$ cat src/rtl/eeg_decimator.sv
// EEG decimator: keeps one of every DECIM filtered samples, rounds,
// scales and saturates it to 16 bits, and buffers it in a small FIFO.
module eeg_decimator #(
    parameter int DECIM = 4,
    parameter int SHIFT = 15,
    parameter int DEPTH = 8
) (
    input  logic                     clk,
    input  logic                     rst,
    input  logic                     in_valid,
    input  logic signed [31:0]       in_sample,
    output logic                     out_valid,
    input  logic                     out_ready,
    output logic signed [15:0]       out_data,
    output logic [$clog2(DEPTH):0]   fill,
    output logic                     ovf,
    output logic                     sat,
    input  logic                     clr_flags
);

    localparam int AW = $clog2(DEPTH);
    localparam logic [4:0] LAST = 5'(DECIM - 1);
    localparam logic [AW:0] FULL_CNT = (AW + 1)'(DEPTH);
    localparam logic signed [32:0] RND = 33'sd1 <<< (SHIFT - 1);
    localparam logic signed [32:0] MAXV = 33'sd32767;
    localparam logic signed [32:0] MINV = -33'sd32768;

    logic [4:0]          phase;
    logic                keep;
    logic signed [32:0]  sum;
    logic signed [32:0]  scaled;
    logic signed [15:0]  sat_val;
    logic                clip;
    logic                stage_valid;
    logic signed [15:0]  stage_data;
    logic signed [15:0]  mem [DEPTH];
    logic [AW-1:0]       wr_ptr;
    logic [AW-1:0]       rd_ptr;
    logic                full;
    logic                push;
    logic                pop;
    logic                drop;

    assign keep      = in_valid && (phase == 5'd0);
    assign full      = (fill == FULL_CNT);
    assign out_valid = (fill != '0);
    assign pop       = out_valid && out_ready;
    assign push      = stage_valid && (!full || pop);
    assign drop      = stage_valid && full && !pop;
    assign out_data  = out_valid ? mem[rd_ptr] : 16'sd0;

    // Round-half-up, arithmetic shift, then clamp to the 16-bit range.
    always_comb begin
        sum     = $signed({in_sample[31], in_sample}) + RND;
        scaled  = sum >>> SHIFT;
        clip    = 1'b0;
        sat_val = scaled[15:0];
        if (scaled > MAXV) begin
            sat_val = 16'sh7FFF;
            clip    = 1'b1;
        end else if (scaled < MINV) begin
            sat_val = -16'sh8000;
            clip    = 1'b1;
        end
    end

    // Phase counter advances only on valid inputs and wraps at DECIM.
    always_ff @(posedge clk or posedge rst) begin
        if (rst) begin
            phase <= 5'd0;
        end else if (in_valid) begin
            phase <= (phase == LAST) ? 5'd0 : phase + 5'd1;
        end
    end

    // One register stage between the scaler and the FIFO write port.
    always_ff @(posedge clk or posedge rst) begin
        if (rst) begin
            stage_valid <= 1'b0;
            stage_data  <= 16'sd0;
        end else begin
            stage_valid <= keep;
            if (keep) begin
                stage_data <= sat_val;
            end
        end
    end

    // Sticky flags; a new event in the clearing cycle keeps the flag set.
    always_ff @(posedge clk or posedge rst) begin
        if (rst) begin
            ovf <= 1'b0;
            sat <= 1'b0;
        end else begin
            if (drop) begin
                ovf <= 1'b1;
            end else if (clr_flags) begin
                ovf <= 1'b0;
            end
            if (keep && clip) begin
                sat <= 1'b1;
            end else if (clr_flags) begin
                sat <= 1'b0;
            end
        end
    end

    // FIFO storage; stale entries are unreachable once pointers reset.
    always_ff @(posedge clk) begin
        if (push) begin
            mem[wr_ptr] <= stage_data;
        end
    end

    // FIFO pointers and occupancy; pointers wrap naturally modulo DEPTH.
    always_ff @(posedge clk or posedge rst) begin
        if (rst) begin
            wr_ptr <= '0;
            rd_ptr <= '0;
            fill   <= '0;
        end else begin
            if (push) begin
                wr_ptr <= wr_ptr + AW'(1);
            end
            if (pop) begin
                rd_ptr <= rd_ptr + AW'(1);
            end
            if (push && !pop) begin
                fill <= fill + (AW + 1)'(1);
            end else if (pop && !push) begin
                fill <= fill - (AW + 1)'(1);
            end
        end
    end

endmodule
$ cat config.mk
export PLATFORM = sky130hd
export DESIGN_NAME = eeg_decimator
export DESIGN_NICKNAME = d
export VERILOG_FILES = /design/src/rtl/eeg_decimator.sv
export SDC_FILE = /design/constraint.sdc
export NUM_CORES = 1
export LEC_CHECK = 0
export BUFFER_PORTS_ARGS = -buffer_cell sky130_fd_sc_hd__buf_2
export CORE_MARGIN = 5
export CORE_UTILIZATION = 59
export CTS_CLUSTER_DIAMETER = 30
export CTS_CLUSTER_SIZE = 24
export DETAILED_ROUTE_END_ITERATION = 8
export GPL_TIMING_DRIVEN = 0
export HOLD_SLACK_MARGIN = 0.08
export PLACE_DENSITY = 0.86
export SYNTH_ARGS = -nofsm -noshare
export SYNTH_HDL_FRONTEND = slang
export SYNTH_SLANG_ARGS = --single-unit
$ cat constraint.sdc
create_clock -name clk -period 3.2 [get_ports clk]
set_input_delay 0.16 -clock clk [delete_from_list [all_inputs] [get_ports clk]]
set_output_delay 0.16 -clock clk [all_outputs]
set_load 0.03 [all_outputs]
==> results of run 1 <==
[metrics by stage]
stage                     total power, W  TNS (ns)  hold WS (ns)  utilization  cells
after global placement           0.00551     -8.38         0.390        0.634    589
after global routing             0.00809         0         0.126        0.701    632
after CTS                        0.00776         0        0.0974        0.697    629
after detailed placement         0.00572         0         0.393        0.643    595
final                            0.00775         0         0.125        0.701    632
after floorplan                  0.00491         0         0.267            -    402
[state kept, by name (all words and copies together) (netlist names)]
| register | count |
|---|---|
| mem | 128 |
| stage_data | 16 |
| phase | 5 |
| fill | 4 |
| rd_ptr | 3 |
| wr_ptr | 3 |
| ovf | 1 |
| sat | 1 |
| stage_valid | 1 |
[power groups by stage]
stage                     Sequential [W]  Combinational, W  Clock, W
after global routing             0.00330           0.00271   0.00208
after floorplan                  0.00316           0.00174         0
after detailed placement         0.00326           0.00246         0
after global placement           0.00319           0.00232         0
final                            0.00326           0.00253   0.00196
after CTS                        0.00325           0.00254   0.00197
[Yosys cell counts (all sizes together)]
library cell	number	area, µm²
or2	2	15.0
and2	1	6.26
a21oi	4	23.8
nand3b	1	7.51
buf	7	38.8
a21o	4	30.0
o21ai	9	45.0
o22a	13	114
fa	1	20.0
ha	8	100
dfrtp	34	851
nand4	8	71.3
and4	1	8.76
o31ai	1	7.51
edfxtp	128	3840
o22ai	1	6.26
clkbuf	9	33.8
o211ai	3	22.5
a211oi	1	7.51
nand2	17	63.8
inv	13	48.8
nor2	42	158
mux2i	16	160
mux2	3	33.8
nor3	5	25.0
nand3	8	40.0
xor2	8	70.1
mux4	32	721
nand2b	4	25.0
xnor2	15	131
nor4	3	46.3
[cell type report]
cell class,count,area (µm²)
sequential,162,4690
fill,704,3380
multi-input combinational,211,1990
clock buffer,22,487
timing repair buffer,55,364
tap,143,179
clock inverter,10,98.8
buffer,16,72.6
inverter,13,48.8
[worst paths after layout]
kind,from,end,depth (start not counted)
worst max-delay path,rd_ptr[1]$_DFFE_PP0P_,out_data[13],6
worst min-delay path,in_sample[30],stage_data[14]$_DFFE_PP0P_,3
worst max register to register,fill[0]$_DFFE_PP0P_,fill[3]$_DFFE_PP0P_,12
worst min register to register,sat$_DFFE_PP0P_,sat$_DFFE_PP0P_,2
max in group asynchronous,rst,stage_data[5]$_DFFE_PP0P_,4
min in group asynchronous,rst,phase[2]$_DFFE_PP0P_,3
[what timing repair did]
action                                  in CTS  in global routing
hold buffers                                 2                  1
pin swaps                                    0                  1
gates resized for setup                      1                  0
setup buffers                                0                  1
endpoints found under the hold margin        3                 34
endpoints found under the setup margin       1                  1
[layer usage]
metal  up-vias  track usage  part of all wire
met1      1952        0.278              0.37
met3        30       0.0668             0.069
met4         0       0.0986             0.029
met5         -            0                 0
met2       173        0.408              0.54
li1       1700            -                 -
[cells by family (layout without fill, tap and decap cells)]
| family | after synthesis | after routing | share of synthesized area |
|---|---|---|---|
| flops | 162 | 162 | 0.693 |
| simple gates | 92 | 92 | 0.0689 |
| mux | 51 | 51 | 0.135 |
| compound gates | 36 | 36 | 0.0379 |
| buf+inv | 29 | 116 | 0.0179 |
| xor+xnor | 23 | 23 | 0.0297 |
| fa+ha+maj | 9 | 9 | 0.0177 |
[worst register-to-register path: stages (launching register included)]
cell and delay, ns:
sky130_fd_sc_hd__dfrtp_1 0.48, sky130_fd_sc_hd__nor3_1 0.28, sky130_fd_sc_hd__nand3b_1 0.15, sky130_fd_sc_hd__and2_1 0.18, sky130_fd_sc_hd__clkbuf_1 0.17, sky130_fd_sc_hd__ha_1 0.27, sky130_fd_sc_hd__inv_1 0.12, sky130_fd_sc_hd__ha_1 0.24
sky130_fd_sc_hd__a21o_1 0.19, sky130_fd_sc_hd__a21oi_1 0.23, sky130_fd_sc_hd__xnor2_1 0.18, sky130_fd_sc_hd__nor2_1 0.09, sky130_fd_sc_hd__xor2_1 0.15
==> impl_metrics.ini, run 1 <==
[place]
routabilityCongestion = 0.814
dp_hpwl_um = 9100
numPortBuffers = 44
dpl-instance-area_um2 = 7280
place_worst_setup_slack_ns = 0.148

[routing]
num_vias = 3855
post_drt_wl_per_cell_um = 23.5
post-route-drc-count = 0
vias_per_cell = 6.10
drt_pass1_iterations = 5
finalWirelength_um = 14800
route.antenna.remaining_nets = 0
drc_marker_count_from_the_first_detailed_route_iteration = 329

[pwr]
pwr-share-comb = 0.327
p_clk_frac = 0.253
cellPowerDensity_nw_per_um2 = 976
power_frac_seq = 0.421
p_sw_w = 0.00274
internal-power_w = 0.00501
swShare = 0.353
worst_voltage_drop_across_the_vdd_grid_mv = 0.439
power.static_leakage_nw = 2.84

[die]
chipWidth_um = 117
rows = 39
placeableCoreArea_um2 = 11300
io_pins = 60
design.die.area_um2 = 13700
floorplan.die.height_um = 117
floorplan.initialDensity = 0.598

[cts]
cts_buffer_depth = 2
clk-insertion-delay-late_ns = 0.42
clock-root-buffer = sky130_fd_sc_hd__clkbuf_16
clock-sinks = 162
clk_pin_slew_ns = 0.06
cts_htree_levels = 4
numCtsBuffers = 17
cts_tree = yes

[worst_setup_path]
worstPathBufferInverterCount = 3
worstSetupPathType = flop to output port
critical_path_start_type = flop
timing.critical_path.slowest_cell_delay_ns = 0.70
max_fanout_on_critical_path = 10
worst-endpoint-arrival_ns = 2.81
rrSetupSlack_ns = 0.32
crit_path_end_kind = output port
slowest_cell_on_the_critical_path = sky130_fd_sc_hd__clkbuf_1
crit_family = buffers and inverters
critical_path_required_ns = 3.04
timing.critical_path.cells = buf_1 -> clkbuf_1 -> mux4_2 -> mux2i_1 -> nor2_1 -> buf_2

[synthesis]
postSynthAreaPerCell_um2 = 16.9
synthCells = 402
yosys_warnings = 0
synth_fp_nets = 448
synth-seq-area-share = 0.693
synth_seq_cells = 162
synth.distinct_cells = 38
mapped_area_um2 = 6780

[global_routing]
first_pass_grt_wire_length_um = 22800
maximum_number_of_pins_on_one_net_before_global_route_repair = 35
global_route.overflow_total = 0
initial_antenna_violation_count = 0
vias_in_the_first_global_route = 4108
grt_use_total = 0.236

[status]
status = complete, no violations

[timing]
worst_slack_ns = 0.230
fin_worst_skew_ns = 0.0109
grt_setup_unrepaired = false
finalWorstPathRequiredPeriod_ns = 2.97
timing.final.setup_violations = 0
max_slew.worst_pin.slew_ns = 1.02
final_max_slew_viol_count = 0
timing.max_slew.rel_slack = 0.323
fmaxAchievable_mhz = 337
finalCritPeriodShare = 0.928
report.final.hold_viol_count = 0

[hold_path]
hold_class = input port to flop

[finish]
most_common_library_cell_in_the_layout_ignoring_fill_and_taps = sky130_fd_sc_hd__edfxtp_1
growth_of_design_area_from_synthesis_to_finish_pct = 17.2
postLayoutCellArea_um2 = 7940
layout-drive-gt1-share = 0.280
layout.cells.most_common_list = sky130_fd_sc_hd__edfxtp_1, sky130_fd_sc_hd__buf_2, sky130_fd_sc_hd__nor2_1
finish.net_count = 522
antenna_cells_inserted = 0

[flow_run]
timing.max_cap.violations = 0
Note: power is estimated with default switching activity, not from simulation.
==> inputs of run 2 (changes only) <==
--- a/config.mk
+++ b/config.mk
@@ -7,13 +7,14 @@
 export LEC_CHECK = 0
 export BUFFER_PORTS_ARGS = -buffer_cell sky130_fd_sc_hd__buf_2
 export CORE_MARGIN = 5
-export CORE_UTILIZATION = 59
+export CORE_UTILIZATION = 61
+export CTS_BUF_LIST = sky130_fd_sc_hd__clkbuf_4 sky130_fd_sc_hd__clkbuf_8
 export CTS_CLUSTER_DIAMETER = 30
 export CTS_CLUSTER_SIZE = 24
 export DETAILED_ROUTE_END_ITERATION = 8
 export GPL_TIMING_DRIVEN = 0
 export HOLD_SLACK_MARGIN = 0.08
-export PLACE_DENSITY = 0.86
+export PLACE_DENSITY = 0.88
 export SYNTH_ARGS = -nofsm -noshare
 export SYNTH_HDL_FRONTEND = slang
 export SYNTH_SLANG_ARGS = --single-unit
==> impl_metrics.ini, run 2 (synthesized netlist as in run 1, its figures left out) <==
[timing]
max_slew.worst_pin.slew_ns = 1.02
timing.max_slew.rel_slack = 0.317
fin_setup_tns_ns = 0
fmaxAchievable_mhz = 323
worst_slack_ns = 0.105
finalWorstPathRequiredPeriod_ns = 3.09
fin_worst_skew_ns = 0.0106
finalCritPeriodShare = 0.967
report.final.hold_viol_count = 0
final_max_slew_viol_count = 0
timing.final.setup_violations = 0

[finish]
largest-register = mem
largest_register_ffs = 128
layout-drive-gt1-share = 0.275
most_common_library_cell_in_the_layout_ignoring_fill_and_taps = sky130_fd_sc_hd__edfxtp_1
growth_of_design_area_from_synthesis_to_finish_pct = 14.8
post-route-util = 0.718
antenna_cells_inserted = 0
layout.cells.most_common_list = sky130_fd_sc_hd__edfxtp_1, sky130_fd_sc_hd__buf_2, sky130_fd_sc_hd__nor2_1
largest_registers = mem: 128 flops, stage_data: 16 flops, phase: 5 flops
post_layout_nonfiller_instances = 628
finish.net_count = 521

[global_routing]
first_pass_grt_wire_length_um = 21500
met2_track_usage_gr = 0.391
busiest_layer = met2
initial_antenna_violation_count = 0
global_route.overflow_total = 0
use_met3 = 0.0526
vias_in_the_first_global_route = 3890
grt_util_met1 = 0.285
grt_use_total = 0.225
maximum_number_of_pins_on_one_net_before_global_route_repair = 35

[place]
dp_hpwl_um = 8640
routabilityCongestion = 0.794
dp.cells = 589
place_worst_setup_slack_ns = 0.0884
numPortBuffers = 44

[flow_run]
timing.max_cap.violations = 0

[cts]
clock-sinks = 162
clk_pin_slew_ns = 0.09
clock-root-buffer = sky130_fd_sc_hd__clkbuf_8
cts_tree = yes
cts_htree_levels = 4
clk-insertion-delay-late_ns = 0.45
cts_buffer_depth = 2
numCtsBuffers = 17

[routing]
route.antenna.remaining_nets = 0
num_vias = 3807
post-route-drc-count = 0
finalWirelength_um = 14100
drc_marker_count_from_the_first_detailed_route_iteration = 369
post_drt_wl_per_cell_um = 22.4
drt_pass1_iterations = 5
vias_per_cell = 6.06

[worst_setup_path]
crit_path_end_kind = flop
worst-endpoint-arrival_ns = 3.43
max_fanout_on_critical_path = 8
worstSetupPathType = flop to flop
critical_path_required_ns = 3.53
critical_path_start_type = flop

[status]
status = complete, no violations

[pwr]
power.static_leakage_nw = 2.77
worst_voltage_drop_across_the_vdd_grid_mv = 0.494
cellPowerDensity_nw_per_um2 = 949
power_w = 0.00738

[die]
design.die.area_um2 = 13300
chipWidth_um = 115
placeableCoreArea_um2 = 10800
floorplan.die.height_um = 115
rows = 38
floorplan.initialDensity = 0.625
io_pins = 60

[hold_path]
hold_class = input port to flop
==> run 2: layer usage <==
metal | vias up | part of all wire
met2 | 198 | 0.52
met3 | 18 | 0.089
met5 | - | 0
met4 | 0 | 0.012
li1 | 1691 | -
met1 | 1900 | 0.37
==> run 2: final timing paths <==
kind	slack, ns	cells after the start	startpoint	end
worst max register to register	0.11	11	fill[0]$_DFFE_PP0P_	fill[3]$_DFFE_PP0P_
max in group asynchronous	2.55	4	rst	stage_data[7]$_DFFE_PP0P_
min in group asynchronous	0.21	3	rst	fill[1]$_DFFE_PP0P_
worst max-delay path	0.11	11	fill[0]$_DFFE_PP0P_	fill[3]$_DFFE_PP0P_
worst min register to register	0.52	1	phase[4]$_DFFE_PP0P_	phase[4]$_DFFE_PP0P_
worst min-delay path	0.14	4	in_sample[27]	stage_data[12]$_DFFE_PP0P_
==> run 2: through the flow <==
stage,area (µm²),hold WS (ns)
6_report,7780,0.135
5_1_grt,7780,0.135
4_1_cts,7740,0.109
3_5_place_dp,7230,0.375
3_3_place_gp,7170,0.370
2_1_floorplan,6780,0.267
==> run 2: area by class of cell <==
class                   count  area (µm²)
flip-flops and latches    162        4690
fillers                   650        3060
multi-input cells         211        1990
repair buffers             54         345
clock buffers              17         234
clock inverters            15         215
well taps                 140         175
plain buffers              16        72.6
inverters                  13        48.8
==> run 2: critical path: stages (launching register included) <==
cell and delay (ns):
sky130_fd_sc_hd__dfrtp_1 0.49, sky130_fd_sc_hd__nor4_4 0.61, sky130_fd_sc_hd__inv_1 0.17, sky130_fd_sc_hd__nand2_1 0.21, sky130_fd_sc_hd__ha_1 0.24, sky130_fd_sc_hd__inv_1 0.12
sky130_fd_sc_hd__ha_1 0.31, sky130_fd_sc_hd__a21o_1 0.20, sky130_fd_sc_hd__a21oi_1 0.25, sky130_fd_sc_hd__xnor2_1 0.16, sky130_fd_sc_hd__nor2_1 0.09, sky130_fd_sc_hd__xor2_1 0.15
==> run 2: power breakdown <==
group | internal, W | switching [W]
sequential | 0.00283 | 0.000423
combinational | 0.00100 | 0.00148
clock | 0.000921 | 0.000724
total | 0.00475 | 0.00263
==> run 2: repair_timing <==
item,in CTS,in global routing
hold buffers,6,0
resized for setup,0,1
hold endpoints to repair,41,0
setup endpoints to repair,0,1
buffers inserted,0,0
==> inputs of run 3 (changes only) <==
==> config.mk (replaced) <==
export PLATFORM = sky130hd
export DESIGN_NAME = eeg_decimator
export DESIGN_NICKNAME = d
export VERILOG_FILES = /design/src/rtl/eeg_decimator.sv
export SDC_FILE = /design/constraint.sdc
export NUM_CORES = 1
export LEC_CHECK = 0
export BUFFER_PORTS_ARGS = -buffer_cell sky130_fd_sc_hd__buf_2
export CORE_ASPECT_RATIO = 1.1
export CORE_MARGIN = 5
export CORE_UTILIZATION = 59
export CTS_CLUSTER_DIAMETER = 30
export CTS_CLUSTER_SIZE = 24
export DETAILED_ROUTE_END_ITERATION = 8
export GPL_TIMING_DRIVEN = 0
export HOLD_SLACK_MARGIN = 0.08
export PLACE_DENSITY = 0.86
export SYNTH_ARGS = -nofsm -noshare
export SYNTH_HDL_FRONTEND = slang
export SYNTH_SLANG_ARGS = --single-unit
==> constraint.sdc (replaced) <==
create_clock -name clk -period 3.1 [get_ports clk]
set_input_delay 0.155 -clock clk [delete_from_list [all_inputs] [get_ports clk]]
set_output_delay 0.155 -clock clk [all_outputs]
set_load 0.03 [all_outputs]
==> impl_metrics.ini, run 3 (synthesized netlist as in run 1, its figures left out) <==
[global_routing]
global_route.overflow_total = 0
maximum_number_of_pins_on_one_net_before_global_route_repair = 35
grt_use_total = 0.222
vias_in_the_first_global_route = 3992
initial_antenna_violation_count = 0
first_pass_grt_wire_length_um = 22200

[cts]
cts_setup_buffers = 0
clock-sinks = 162
clk_pin_slew_ns = 0.06
cts_tree = yes
cts_buffer_depth = 2
clock-root-buffer = sky130_fd_sc_hd__clkbuf_16
numCtsBuffers = 17
clk-insertion-delay-late_ns = 0.43
cts_htree_levels = 4

[pwr]
power.static_leakage_nw = 2.83
internal-power_w = 0.00508
power_frac_seq = 0.426
swShare = 0.355
p_sw_w = 0.00280
worst_voltage_drop_across_the_vdd_grid_mv = 0.404
p_clk_frac = 0.254
cellPowerDensity_nw_per_um2 = 999
pwr-share-comb = 0.320

[worst_setup_path]
crit_path_end_kind = output port
critical_path_start_type = flop
max_fanout_on_critical_path = 10
worstSetupPathType = flop to output port
critical_path_required_ns = 2.94
worst-endpoint-arrival_ns = 2.68
r2r_cell_count = 11

[routing]
vias_per_cell = 5.88
route.antenna.remaining_nets = 0
finalWirelength_um = 14000
post-route-drc-count = 0
drt_pass1_iterations = 5
post_drt_wl_per_cell_um = 22.0
drc_marker_count_from_the_first_detailed_route_iteration = 305
num_vias = 3748

[timing]
timing.hold.ws_ns = 0.102
grt_setup_unrepaired = false
timing.final.setup_violations = 0
max_slew.worst_pin.slew_ns = 1.02
fmaxAchievable_mhz = 353
report.final.hold_viol_count = 0
finalWorstPathRequiredPeriod_ns = 2.84
finalCritPeriodShare = 0.915
timing.max_slew.rel_slack = 0.321
final_max_slew_viol_count = 0
fin_worst_skew_ns = 0.0129

[finish]
most_common_library_cell_in_the_layout_ignoring_fill_and_taps = sky130_fd_sc_hd__edfxtp_1
postLayoutCellArea_um2 = 7890
largest_register_ffs = 128
antenna_cells_inserted = 0
largest_registers = mem: 128 flops, stage_data: 16 flops, phase: 5 flops
layout.cells.most_common_list = sky130_fd_sc_hd__edfxtp_1, sky130_fd_sc_hd__buf_2, sky130_fd_sc_hd__nor2_1
layout-drive-gt1-share = 0.285
largest-register = mem
fillCellCount = 696
growth_of_design_area_from_synthesis_to_finish_pct = 16.4
finish.net_count = 520
sequential_cell_area_um2 = 4690
area_taken_by_multi_input_logic_gates_um2 = 1990

[place]
routabilityCongestion = 0.828
dpl-instance-area_um2 = 7280
dp_hpwl_um = 9090
numPortBuffers = 44

[die]
rows = 41
design.die.area_um2 = 13700
floorplan.initialDensity = 0.598
io_pins = 60
placeableCoreArea_um2 = 11300
chipWidth_um = 112
floorplan.die.height_um = 122

[hold_path]
hold-path-cell-count = 3
hold_class = input port to flop

[status]
status = complete, no violations

[flow_run]
timing.max_cap.violations = 0
[run 3: changes by cell type in the layout (fill, tap and decap cells not counted), moves of 4 or more]
cell	delta
sky130_fd_sc_hd__inv_6	+7
sky130_fd_sc_hd__buf_6	+4
sky130_fd_sc_hd__clkbuf_8	-17
sky130_fd_sc_hd__clkbuf_16	+17
sky130_fd_sc_hd__bufinv_16	-4
[run 3: area by class of cell]
| class | count | share of cell area |
|---|---|---|
| clock buffer | 17 | 0.0539 |
| tap | 150 | 0.0238 |
| clock inverter | 15 | 0.0187 |
| timing repair buffer | 53 | 0.0403 |
| inverter | 13 | 0.00619 |
| sequential | 162 | 0.595 |
| buffer | 16 | 0.00920 |
| multi-input combinational | 211 | 0.253 |
[run 3: critical path, stage by stage, from the launching register on]
cell and delay (ns):
sky130_fd_sc_hd__dfrtp_1 0.36, sky130_fd_sc_hd__buf_1 0.28, sky130_fd_sc_hd__clkbuf_1 0.69, sky130_fd_sc_hd__mux4_2 0.43, sky130_fd_sc_hd__mux2i_1 0.21, sky130_fd_sc_hd__nor2_1 0.07, sky130_fd_sc_hd__buf_2 0.20
[run 3: per-layer routing]
layer,share of wire,GRT usage,up-vias
met5,0,0,-
met3,0.054,0.0533,25
li1,-,-,1700
met2,0.54,0.387,144
met4,0.017,0.0804,0
met1,0.39,0.275,1879
[run 3: final timing paths]
| check | start | endpoint | slack (ns) |
|---|---|---|---|
| setup / recovery | rd_ptr[1]$_DFFE_PP0P_ | out_data[6] | 0.26 |
| hold reg to reg | phase[4]$_DFFE_PP0P_ | phase[4]$_DFFE_PP0P_ | 0.51 |
| hold / removal | in_valid | phase[1]$_DFFE_PP0P_ | 0.10 |
| min in group asynchronous | rst | fill[0]$_DFFE_PP0P_ | 0.39 |
| setup reg to reg | fill[0]$_DFFE_PP0P_ | fill[3]$_DFFE_PP0P_ | 0.33 |
| max in group asynchronous | rst | stage_data[11]$_DFFE_PP0P_ | 2.26 |
[run 3: through the flow]
step	utilization	setup slack, ns	setup TNS (ns)	power, W	instances
2_1_floorplan	-	0.186	0	0.00507	402
3_3_place_gp	0.634	-0.472	-15.05	0.00570	596
3_5_place_dp	0.642	0.0633	0	0.00588	602
4_1_cts	0.694	0.0463	0	0.00791	636
5_1_grt	0.696	0.102	0	0.00826	637
6_report	0.696	0.264	0	0.00788	637
[run 3: power groups by stage]
stage / registers [W] / clock network (W) / logic [W]
5_1_grt: 0.00340 / 0.00213 / 0.00273
4_1_cts: 0.00333 / 0.00202 / 0.00256
2_1_floorplan: 0.00326 / 0 / 0.00180
6_report: 0.00335 / 0.00200 / 0.00252
3_3_place_gp: 0.00329 / 0 / 0.00242
3_5_place_dp: 0.00336 / 0 / 0.00252
[run 3: repair_timing]
action                                  CTS  global route
endpoints found under the setup margin    0             1
endpoints found under the hold margin     4            34
hold buffers                              2             1
gates resized for setup                   0             1
